### src/rtl/gbsha_fir_pkg.sv
// Shared types and helpers for the time-multiplexed FIR sequencer.
package gbsha_fir_pkg;

   typedef enum logic [1:0] {
      LOAD = 2'd0,
      IDLE = 2'd1,
      MAC  = 2'd2,
      DONE = 2'd3
   } fir_state_e;

   function automatic int tap_idx_w(input int n_taps);
      return (n_taps > 1) ? $clog2(n_taps) : 1;
   endfunction

   // One guard bit above the worst-case sum so the accumulator never wraps.
   function automatic int acc_w(input int n_taps, input int bw_in);
      return 2 * bw_in + $clog2(n_taps) + 1;
   endfunction

   function automatic logic signed [31:0] saturate(input logic signed [63:0] v,
                                                   input int bw_out);
      logic signed [63:0] hi;
      logic signed [63:0] lo;
      hi = (64'sd1 <<< (bw_out - 1)) - 64'sd1;
      lo = -(64'sd1 <<< (bw_out - 1));
      if (v > hi) return hi[31:0];
      if (v < lo) return lo[31:0];
      return v[31:0];
   endfunction

endpackage

### src/rtl/gbsha_sm_mult.sv
// Combinational sign-magnitude multiplier; magnitudes are unsigned so -2^(BW_in-1) fits.
module gbsha_sm_mult #(
   parameter int BW_in = 6
) (
   input  logic [BW_in-1:0]        mag_a,
   input  logic                    sign_a,
   input  logic [BW_in-1:0]        mag_b,
   input  logic                    sign_b,
   output logic signed [2*BW_in:0] prod
);

   logic [2*BW_in-1:0]      prod_mag;
   logic signed [2*BW_in:0] prod_pos;

   assign prod_mag = (2*BW_in)'(mag_a) * (2*BW_in)'(mag_b);
   assign prod_pos = signed'({1'b0, prod_mag});
   assign prod     = (sign_a ^ sign_b) ? -prod_pos : prod_pos;

endmodule

### src/rtl/gbsha_fir_sequencer.sv
// FIR controller: coefficient load, then one shared multiplier stepped over all taps per sample.
//
// state | meaning
// LOAD  | accepting coefficients 0..N_TAPS-1, coeff_ready high
// IDLE  | waiting for a sample, sample_ready high
// MAC   | one tap per cycle into the accumulator
// DONE  | saturate accumulator into y_out, pulse y_valid
module gbsha_fir_sequencer
   import gbsha_fir_pkg::*;
#(
   parameter int N_TAPS    = 5,
   parameter int BW_in     = 6,
   parameter int BW_out    = 8,
   parameter int OUT_SHIFT = 0
) (
   input  logic              clk,
   input  logic              reset,
   input  logic              coeff_valid,
   output logic              coeff_ready,
   input  logic [BW_in-1:0]  coeff_in,
   input  logic              sample_valid,
   output logic              sample_ready,
   input  logic [BW_in-1:0]  sample_in,
   output logic              y_valid,
   output logic [BW_out-1:0] y_out,
   output logic              busy
);

   localparam int ACC_W  = acc_w(N_TAPS, BW_in);
   localparam int TAP_W  = tap_idx_w(N_TAPS);
   localparam int PROD_W = 2 * BW_in + 1;
   localparam logic [TAP_W-1:0] LAST_TAP = TAP_W'(N_TAPS - 1);

   fir_state_e              state_q, state_d;
   logic [TAP_W-1:0]        load_idx_q, load_idx_d;
   logic [TAP_W-1:0]        tap_q, tap_d;
   logic [BW_in-1:0]        x_mag_q [N_TAPS];
   logic [BW_in-1:0]        x_mag_d [N_TAPS];
   logic [N_TAPS-1:0]       x_sgn_q, x_sgn_d;
   logic [BW_in-1:0]        c_mag_q [N_TAPS];
   logic [BW_in-1:0]        c_mag_d [N_TAPS];
   logic [N_TAPS-1:0]       c_sgn_q, c_sgn_d;
   logic signed [ACC_W-1:0] acc_q, acc_d;
   logic [BW_out-1:0]       y_out_q, y_out_d;
   logic                    y_valid_q, y_valid_d;
   logic signed [PROD_W-1:0] prod;

   function automatic logic [BW_in-1:0] mag_of(input logic [BW_in-1:0] v);
      return v[BW_in-1] ? (~v + BW_in'(1)) : v;
   endfunction

   gbsha_sm_mult #(.BW_in(BW_in)) u_mult (
      .mag_a  (x_mag_q[tap_q]),
      .sign_a (x_sgn_q[tap_q]),
      .mag_b  (c_mag_q[tap_q]),
      .sign_b (c_sgn_q[tap_q]),
      .prod   (prod)
   );

   assign coeff_ready  = (state_q == LOAD);
   assign sample_ready = (state_q == IDLE);
   assign busy         = (state_q == MAC) || (state_q == DONE);
   assign y_valid      = y_valid_q;
   assign y_out        = y_out_q;

   always_comb begin
      state_d    = state_q;
      load_idx_d = load_idx_q;
      tap_d      = tap_q;
      x_mag_d    = x_mag_q;
      x_sgn_d    = x_sgn_q;
      c_mag_d    = c_mag_q;
      c_sgn_d    = c_sgn_q;
      acc_d      = acc_q;
      y_out_d    = y_out_q;
      y_valid_d  = 1'b0;
      unique case (state_q)
         LOAD: begin
            if (coeff_valid && coeff_ready) begin
               c_mag_d[load_idx_q] = mag_of(coeff_in);
               c_sgn_d[load_idx_q] = coeff_in[BW_in-1];
               load_idx_d          = load_idx_q + TAP_W'(1);
               if (load_idx_q == LAST_TAP) state_d = IDLE;
            end
         end
         IDLE: begin
            if (sample_valid && sample_ready) begin
               for (int i = N_TAPS - 1; i > 0; i--) begin
                  x_mag_d[i] = x_mag_q[i-1];
                  x_sgn_d[i] = x_sgn_q[i-1];
               end
               x_mag_d[0] = mag_of(sample_in);
               x_sgn_d[0] = sample_in[BW_in-1];
               acc_d      = '0;
               tap_d      = '0;
               state_d    = MAC;
            end
         end
         MAC: begin
            acc_d = acc_q + ACC_W'(prod);
            tap_d = tap_q + TAP_W'(1);
            if (tap_q == LAST_TAP) state_d = DONE;
         end
         DONE: begin
            y_out_d   = BW_out'(saturate(64'(acc_q >>> OUT_SHIFT), BW_out));
            y_valid_d = 1'b1;
            state_d   = IDLE;
         end
         default: state_d = LOAD;
      endcase
   end

   always_ff @(posedge clk) begin
      if (reset) begin
         state_q    <= LOAD;
         load_idx_q <= '0;
         tap_q      <= '0;
         x_sgn_q    <= '0;
         c_sgn_q    <= '0;
         acc_q      <= '0;
         y_out_q    <= '0;
         y_valid_q  <= 1'b0;
         for (int i = 0; i < N_TAPS; i++) begin
            x_mag_q[i] <= '0;
            c_mag_q[i] <= '0;
         end
      end else begin
         state_q    <= state_d;
         load_idx_q <= load_idx_d;
         tap_q      <= tap_d;
         x_mag_q    <= x_mag_d;
         x_sgn_q    <= x_sgn_d;
         c_mag_q    <= c_mag_d;
         c_sgn_q    <= c_sgn_d;
         acc_q      <= acc_d;
         y_out_q    <= y_out_d;
         y_valid_q  <= y_valid_d;
      end
   end

endmodule
### config.mk
export PLATFORM = sky130hd
export DESIGN_NAME = gbsha_fir_sequencer
export DESIGN_NICKNAME = d
export VERILOG_FILES = /design/src/rtl/gbsha_fir_pkg.sv /design/src/rtl/gbsha_sm_mult.sv /design/src/rtl/gbsha_fir_sequencer.sv
export SDC_FILE = /design/constraint.sdc
export NUM_CORES = 1
export LEC_CHECK = 0
export ABC_CLOCK_PERIOD_IN_PS = 9150
export CAP_MARGIN = 20
export CORE_MARGIN = 2
export CORE_UTILIZATION = 44
export CTS_BUF_LIST = sky130_fd_sc_hd__clkbuf_4
export CTS_CLUSTER_SIZE = 40
export DETAILED_ROUTE_END_ITERATION = 16
export HOLD_SLACK_MARGIN = 0.02
export PLACE_DENSITY_LB_ADDON = 0.25
export SLEW_MARGIN = 10
export SYNTH_ARGS = -nofsm -noshare
export SYNTH_HDL_FRONTEND = slang
export SYNTH_SLANG_ARGS = --single-unit
### constraint.sdc
create_clock -name clk -period 9.15 [get_ports clk]
set_input_delay 1.83 -clock clk [delete_from_list [all_inputs] [get_ports clk]]
set_output_delay 1.83 -clock clk [all_outputs]
set_load 0.005 [all_outputs]
==> results_dict.tcl, run 1 <==
set metrics [dict create \
    drt-initial-drc-count 334 \
    total_power_w 0.000917 \
    grt_max_degree 107 \
    ys_async_sr_fraction 0 \
    port_buffers 27 \
    dpl.hpwl_um 9960 \
    finalHoldViolCount 0 \
    hold_path.startpoint "x_mag_q[6]" \
    io_pins 28 \
    syn_nets 837 \
    via_per_inst 5.38 \
    min_path_cells 2 \
    grt-ovfl-total 0 \
    worstSetupStartpoint "tap_q[0]" \
    synth_common_cells "nor2_1, dfxtp_1, nand2_1" \
    place_congestion 0.814 \
    post_cts_buffers 0 \
    core-area_mm2 0.0145 \
    yosysTopAreaCellShare 0.318 \
    ir_drop_uv 95.2 \
    hold_buffers 0 \
    numCtsBuffers 9 \
    synth-main-ff-cell "dfxtp_1" \
    hold_class "flop to flop" \
    synth_edf_count 0 \
    syn_inst 756 \
    cap_violations 0 \
    synth.most_common_cell "nor2_1" \
    synth_area_leaders "dfxtp_1, ha_1, nor2_1" \
    fmax_mhz 134 \
    worst_pin_slew_ps 1030 \
    final.setup.tns_ps 0 \
    area_growth_pct 8.69 \
    crit_buf_inv 3 \
    post_cts_resize_count 0 \
    htree_levels 3 \
    finish.instance_area_mm2 0.00704 \
    fp.dieW_um 125 \
    rr_worst_depth 23 \
    slew_headroom 0.311 \
    grt_pass1_vias 4906 \
    cts_tree "yes" \
    synthesis.area_mm2 0.00648 \
    drive_gt1_frac 0.0830 \
    cp_data_required_time_ps 9580 \
    crit_family "adder cells" \
    rsz0062_at_grt "false" \
    slew_viol_final 0 \
    slowest_stage "dfxtp_1" \
    cts.sinks 103 \
    initial_core_util 0.447 \
    synth_cell_type_count 59 \
    vias 5145 \
    cts-root-buf "clkbuf_4" \
    reg2reg_to "acc_q[15]" \
    crit_chain "buf_4 -> mux4_2 -> a22oi_1 -> nor2_1 -> fa_1 -> inv_1 -> fa_1 -> fa_1 -> inv_1 -> ha_1 -> nor2b_1 -> o22ai_1 -> xnor2_1 -> o31ai_1 -> xnor2_1 -> ha_1 -> and2_1 -> a311oi_1 -> o2111ai_1 -> maj3_2 -> mux2i_1 -> nor4b_1 -> nand3b_1" \
    first_pass_iters 4 \
    grt_pass1_wl_um 22700 \
    rows 44 \
    skew_ps 26.9 \
    nets 847 \
    totalWireLength_um 13000 \
    drc_errors 0 \
    grt_use_total 0.173 \
    cp_common_cell "fa_1" \
    clk_latency_ps 480 \
    max_stage_delay_ps 830 \
    status "finished, final reports clean" \
    yosysTopAreaCell "dfxtp_1" \
    placed_area_mm2 0.00691 \
    setup_viol 0 \
    critPathMaxFanout 13 \
    ant_nets 0 \
    clk_pin_slew_worst_paths_ps 160 \
    clock_path_buffers 2 \
    min_to "x_mag_q[0]" \
    ys_seq_area_frac 0.318 \
    post-route-period-util 0.816 \
    r2r_setup_slack_ps 1690 \
    worstPathArrival_ps 7900 \
    antenna_found_initial 1 \
    min_period_ps 7460 \
    syn_area_per_cell_um2 8.57 \
    fin_util 0.486 \
    r2r-start "tap_q[0]" \
    die_area_mm2 0.0157 \
    die_h_um 125 \
    drt-wirelength-per-cell_um 13.6 \
    end_kind "flop" \
    ys_seq_elements 103 \
    powerDensity_mw_per_mm2 130 \
    leakage_nw 2.66 \
    crit_type "flop to flop" \
    yosys_warnings 0 \
    cp-start-kind "flop" \
]
area by class of cell:
type | count | area, um^2
inverter | 50 | 188
clock inverter | 7 | 56.3
sequential | 103 | 2060
multi-input combinational | 567 | 4110
antenna | 1 | 2.50
fill | 1419 | 7440
tap | 184 | 230
timing repair buffer | 35 | 325
clock buffer | 9 | 67.6
placed cells by master, fill, tap and decap left out, types with 3 or more instances in the layout:
cell and n:
buf_4 8, mux2i_1 19, nand4_1 6, a21o_1 3, mux4_2 14, and2_1 6
a22oi_1 26, nand2_1 84, nor2b_1 7, nor3_1 12, inv_1 49, o21ai_0 20
a211oi_1 28, or3_1 4, clkbuf_4 9, xor2_1 12, o21a_1 5, nand2b_1 11
nand3_1 11, or2_2 12, dfxtp_1 103, ha_1 47, xnor2_1 23, clkdlybuf4s50_1 26
nand3b_1 4, nor2_1 105, a21oi_1 49, fa_1 18
worst register-to-register path: stages (launching register included):
cell,delay [ps]
dfxtp_1,830
buf_4,320
mux4_2,520
a22oi_1,460
nor2_1,160
fa_1,560
inv_1,50
fa_1,460
fa_1,540
inv_1,40
ha_1,340
nor2b_1,280
o22ai_1,140
xnor2_1,330
o31ai_1,140
xnor2_1,180
ha_1,340
and2_1,170
a311oi_1,440
o2111ai_1,210
maj3_2,360
mux2i_1,140
nor4b_1,270
nand3b_1,140
report_power, final:
| part | internal [W] | total [W] | switching, W |
|---|---|---|---|
| Sequential | 0.000468 | 0.000484 | 0.0000155 |
| Combinational | 0.0000874 | 0.000217 | 0.000129 |
| Clock | 0.0000587 | 0.000216 | 0.000158 |
| Total | 0.000614 | 0.000917 | 0.000302 |
layer usage:
layer	track usage	up-vias	routed length (um)	share of wire
met1	0.231	2420	6190	0.48
met5	0	-	0	0
li1	-	2644	-	-
met4	0.0471	0	216	0.017
met3	0.0385	16	358	0.028
met2	0.283	65	6250	0.48
worst max-delay path by stage:
stage          cells after the start  slack (ps)        end
3_5_place_dp                      22        1330  acc_q[15]
6_report                          23        1690  acc_q[15]
4_1_cts                           22        1290  acc_q[15]
5_1_grt                           23         960  acc_q[15]
3_3_place_gp                      22        1610  acc_q[15]
2_1_floorplan                     24        2350  acc_q[15]
per-stage QoR:
step / worst slack [ps] / cells / hold WS [ps]
global route: 961 / 956 / 494
CTS: 1290 / 955 / 456
global placement: 1610 / 937 / 447
finish: 1690 / 956 / 459
detailed placement: 1330 / 939 / 451
floorplan: 2350 / 756 / 437
sequential cells by signal (all words and copies together), names as in the netlist:
name	count
y_out	8
c_sgn_q	5
x_mag_q	30
y_valid	1
state_q	2
c_mag_q	30
load_idx_q	3
tap_q	3
acc_q	16
x_sgn_q	5
kinds of logic (layout without fill, tap and decap cells):
group | count (synthesis) | count (layout) | synth area share
adder cells (fa/ha/maj) | 66 | 66 | 0.148
other | 0 | 1 | 0
AO/OA/AOI/OAI | 159 | 159 | 0.165
flip-flops | 103 | 103 | 0.318
buffers and inverters | 86 | 101 | 0.0500
AND/OR/NAND/NOR | 274 | 274 | 0.193
multiplexers | 33 | 33 | 0.0781
XOR/XNOR | 35 | 35 | 0.0473
Power figures use the tool's default switching activity.
==> run 2, diff against run 1 <==
--- a/config.mk
+++ b/config.mk
@@ -5,7 +5,7 @@
 export SDC_FILE = /design/constraint.sdc
 export NUM_CORES = 1
 export LEC_CHECK = 0
-export ABC_CLOCK_PERIOD_IN_PS = 9150
+export ABC_CLOCK_PERIOD_IN_PS = 7300
 export CAP_MARGIN = 20
 export CORE_MARGIN = 2
 export CORE_UTILIZATION = 44
==> constraint.sdc (replaced) <==
create_clock -name clk -period 7.3 [get_ports clk]
set_input_delay 1.46 -clock clk [delete_from_list [all_inputs] [get_ports clk]]
set_output_delay 1.46 -clock clk [all_outputs]
set_load 0.005 [all_outputs]
==> results_dict.tcl, run 2 (synthesis results as in run 1) <==
set metrics [dict create \
    status "finished, final reports clean" \
    first_pass_iters 5 \
    die_area_mm2 0.0157 \
    io_pins 28 \
    slowest_stage "fa_1" \
    powerDensity_mw_per_mm2 168 \
    port_buffers 27 \
    crit_family "adder cells" \
    min_period_ps 6730 \
    clk_pin_slew_worst_paths_ps 170 \
    vias 5222 \
    rows 44 \
    grt_pass1_vias 5171 \
    final.setup.tns_ps 0 \
    ant_nets 0 \
    place_congestion 0.827 \
    use_met3 0.0389 \
    max_stage_delay_ps 550 \
    top_usage_layer "met2" \
    initial_core_util 0.447 \
    slew_headroom 0.281 \
    clock_path_buffers 2 \
    cts-root-buf "clkbuf_4" \
    leakage_nw 2.73 \
    dpl.hpwl_um 10000 \
    drt-wirelength-per-cell_um 14.2 \
    multiInputGateArea_mm2 0.00414 \
    finalHoldViolCount 0 \
    total_power_w 0.00120 \
    hold_class "flop to flop" \
    cap_violations 0 \
    worstPathArrival_ps 7130 \
    drc_errors 0 \
    rsz0062_at_grt "false" \
    clk_latency_ps 490 \
    seq_area_mm2 0.00206 \
    cts.sinks 103 \
    setup_viol 0 \
    ir_drop_uv 151 \
    area_growth_pct 10.9 \
    core-area_mm2 0.0145 \
    final_cell_mix "nor2_1, dfxtp_1, nand2_1" \
    nets 857 \
    cts_tree "yes" \
    fp.dieW_um 125 \
    use_met2 0.309 \
    cp_data_required_time_ps 7700 \
    grt-ovfl-total 0 \
    drive_gt1_frac 0.105 \
    numCtsBuffers 9 \
    grt_pass1_wl_um 24000 \
    die_h_um 125 \
    post_cts_buffers 0 \
    drt-initial-drc-count 283 \
    post-route-period-util 0.922 \
    finish.instance_area_mm2 0.00718 \
    crit_type "flop to flop" \
    fmax_mhz 149 \
    grt_max_degree 107 \
    skew_ps 17.7 \
    placed_area_mm2 0.00699 \
    htree_levels 3 \
    worst_pin_slew_ps 1080 \
    final_common_cell "nor2_1" \
    antenna_found_initial 1 \
    via_per_inst 5.41 \
    fillers 1413 \
    cp-start-kind "flop" \
    grt_use_total 0.182 \
    grtUsageMet1 0.237 \
    end_kind "flop" \
    slew_viol_final 0 \
    crit_buf_inv 3 \
    totalWireLength_um 13700 \
    top_regs "c_mag_q x30, x_mag_q x30, acc_q x16" \
    fin_util 0.496 \
    critPathMaxFanout 15 \
]
[run 2: worst paths after layout]
kind,from,endpoint,slack [ps],depth (start not counted)
hold reg to reg,x_mag_q[6],x_mag_q[0],460,2
setup reg to reg,tap_q[0],acc_q[14],570,25
setup / recovery,tap_q[0],acc_q[14],570,25
hold / removal,x_mag_q[6],x_mag_q[0],460,2
[run 2: metal layers]
layer  vias up  part of all wire
met4         0             0.012
met1      2476              0.46
met5         -                 0
li1       2663                 -
met3         8             0.038
met2        75              0.49
[run 2: what timing repair did]
action                     CTS  global route
gates resized for setup      0             9
setup endpoints to repair    0             4
hold buffers                 0             0
[run 2: layout make-up]
class,count,area share
Clock buffer,9,0.00941
Inverter,50,0.0261
Tap cell,184,0.0321
Sequential cell,103,0.287
Timing Repair Buffer,45,0.0572
Antenna cell,1,0.000348
Clock inverter,7,0.0112
Multi-Input combinational cell,567,0.576
[run 2: per-stage QoR]
stage          setup WS, ps  hold slack (ps)  instances
2_1_floorplan           495              437        756
3_3_place_gp            520              443        947
3_5_place_dp            283              449        948
4_1_cts                 287              464        964
5_1_grt                29.1              471        966
6_report                569              461        966
[run 2: where the power goes]
part | switching [W] | internal [W]
logic | 0.000169 | 0.000116
clock network | 0.000203 | 0.000109
registers | 0.0000195 | 0.000587
total | 0.000392 | 0.000812
[run 2: worst register-to-register path: stages (launching register included)]
cell       delay [ps]
dfxtp_1           510
buf_12            210
mux4_2            530
a22oi_2           320
nor2_1            120
fa_1              530
fa_1              550
inv_1              50
fa_1              520
inv_1              40
ha_1              360
o21ai_0           120
or2_2             300
and2_1            180
nor2_1             90
nand4_1           130
nor3_1            220
nor2_1             80
xnor2_1           150
ha_1              350
nand3_1            90
a211oi_1          310
nor3_1            160
a2111oi_1         470
or3_1             180
nand3_1            70
==> run 3, diff against run 2 <==
--- a/config.mk
+++ b/config.mk
@@ -12,6 +12,7 @@
 export CTS_BUF_LIST = sky130_fd_sc_hd__clkbuf_4
 export CTS_CLUSTER_SIZE = 40
 export DETAILED_ROUTE_END_ITERATION = 16
+export DONT_BUFFER_PORTS = 1
 export HOLD_SLACK_MARGIN = 0.02
 export PLACE_DENSITY_LB_ADDON = 0.25
 export SLEW_MARGIN = 10
==> results_dict.tcl, run 3 (synthesis results as in run 1) <==
set metrics [dict create \
    status "finished, final reports clean" \
    first_pass_iters 4 \
    worstSetupStartpoint "tap_q[0]" \
    final_cell_mix "nor2_1, dfxtp_1, nand2_1" \
    final.setup.tns_ps 0 \
    slew_headroom 0.314 \
    endpoint "acc_q[12]" \
    grt_pass1_wl_um 22900 \
    pwr-share-clk 0.252 \
    cts_tree "yes" \
    ir_drop_uv 149 \
    cts-root-buf "clkbuf_4" \
    skew_ps 17.1 \
    worst_pin_slew_ps 1020 \
    ant_nets 0 \
    crit_type "flop to flop" \
    finalHoldViolCount 0 \
    die_area_mm2 0.0157 \
    slowest_stage "fa_1" \
    p_switching_w 0.000385 \
    slew_viol_final 0 \
    cp_data_required_time_ps 7710 \
    rows 44 \
    io_pins 28 \
    drt-wirelength-per-cell_um 14.3 \
    min_period_ps 6670 \
    powerDensity_mw_per_mm2 168 \
    crit_chain "buf_4 -> mux4_2 -> a22oi_2 -> nor2_1 -> fa_1 -> fa_1 -> inv_1 -> fa_1 -> inv_1 -> ha_1 -> o21ai_0 -> or2_2 -> and2_1 -> nor2_1 -> nand4_1 -> nor3_1 -> a31oi_1 -> xor2_1 -> ha_1 -> or3_1 -> nor3_1 -> nor3_1 -> o31a_1 -> a311oi_1" \
    port_buffers 0 \
    worstPathArrival_ps 7090 \
    cp-start-kind "flop" \
    numCtsBuffers 9 \
    r2r-start "tap_q[0]" \
    die_h_um 125 \
    grt_pass1_vias 4971 \
    dpl.hpwl_um 10100 \
    r2r_setup_slack_ps 630 \
    reg2reg_to "acc_q[12]" \
    final_common_cell "nor2_1" \
    placed_area_mm2 0.00670 \
    power_frac_comb 0.222 \
    fp.dieW_um 125 \
    finish.instance_area_mm2 0.00688 \
    end_kind "flop" \
    htree_levels 3 \
    setup_viol 0 \
    grt_max_degree 107 \
    core-area_mm2 0.0145 \
    place_congestion 0.853 \
    antennaDiodeCount 0 \
    cts.sinks 103 \
    nets 828 \
    vias 5103 \
    clk_pin_slew_worst_paths_ps 180 \
    rr_worst_depth 24 \
    top_regs "c_mag_q x30, x_mag_q x30, acc_q x16" \
    fmax_mhz 150 \
    clk_latency_ps 480 \
    hold_class "flop to flop" \
    drive_gt1_frac 0.106 \
    antenna_found_initial 0 \
    p_int_w 0.000767 \
    max_stage_delay_ps 550 \
    grt_use_total 0.175 \
    grt-ovfl-total 0 \
    totalWireLength_um 13400 \
    initial_core_util 0.447 \
    leakage_nw 2.61 \
    rsz0062_at_grt "false" \
    post-route-period-util 0.914 \
    seqPwrFrac 0.526 \
    drc_errors 0 \
    drt-initial-drc-count 276 \
    critPathMaxFanout 10 \
    via_per_inst 5.45 \
    switching_share 0.334 \
    cap_violations 0 \
    area_growth_pct 6.16 \
    clock_path_buffers 2 \
]
-- run 3: metrics by stage --
| step | utilization | hold slack (ps) | cells | setup WS, ps | power, W |
|---|---|---|---|---|---|
| after floorplan | - | 437 | 756 | 495 | 0.000817 |
| after global placement | 0.463 | 438 | 919 | 421 | 0.000863 |
| after detailed placement | 0.463 | 447 | 919 | 104 | 0.000873 |
| after CTS | 0.472 | 467 | 935 | 87.3 | 0.00116 |
| after global routing | 0.475 | 492 | 936 | 22.0 | 0.00122 |
| final | 0.475 | 472 | 936 | 627 | 0.00115 |
-- run 3: routing by layer --
metal	vias up	track usage	wire length, um
li1	2610	-	-
met1	2418	0.217	6190
met2	57	0.303	6550
met3	18	0.0402	402
met4	0	0.0549	237
met5	-	0	0
-- run 3: final cells by class --
cell class,instances,area [um^2]
clock buffers,9,67.6
repair buffers,16,120
clock inverters,7,61.3
flip-flops and latches,103,2060
well taps,184,230
multi-input cells,567,4140
inverters,50,188
fillers,1406,7600
-- run 3: what timing repair did --
| item | in CTS | in global routing |
|---|---|---|
| hold buffers | 0 | 0 |
| resized for setup | 0 | 10 |
| endpoints found under the setup margin | 0 | 4 |
| setup buffers | 0 | 0 |
-- run 3: worst min-delay path by stage --
stage                     slack (ps)  cells after the start          to  startpoint
after global routing             490                      2  x_sgn_q[2]  x_sgn_q[2]
after CTS                        470                      2  x_mag_q[5]  x_mag_q[5]
after floorplan                  440                      2  x_mag_q[0]  x_mag_q[0]
after detailed placement         450                      2  x_mag_q[5]  x_mag_q[5]
final                            470                      2  x_mag_q[5]  x_mag_q[5]
after global placement           440                      2  x_mag_q[0]  x_mag_q[0]
-- run 3: worst max-delay path, delay by kind of cell (launching register included) --
kind,cells,cell delay [ps]
AO/OA/AOI/OAI,5,1100
flip-flops,1,510
XOR/XNOR,1,170
multiplexers,1,530
adder cells (fa/ha/maj),5,2170
buffers and inverters,3,340
AND/OR/NAND/NOR,9,1780
-- run 3: power groups by stage --
stage,logic (W),clock network (W),registers [W]
3_3_place_gp,0.000246,0,0.000616
4_1_cts,0.000255,0.000302,0.000607
5_1_grt,0.000286,0.000326,0.000610
6_report,0.000255,0.000290,0.000606
3_5_place_dp,0.000254,0,0.000619
2_1_floorplan,0.000206,0,0.000611
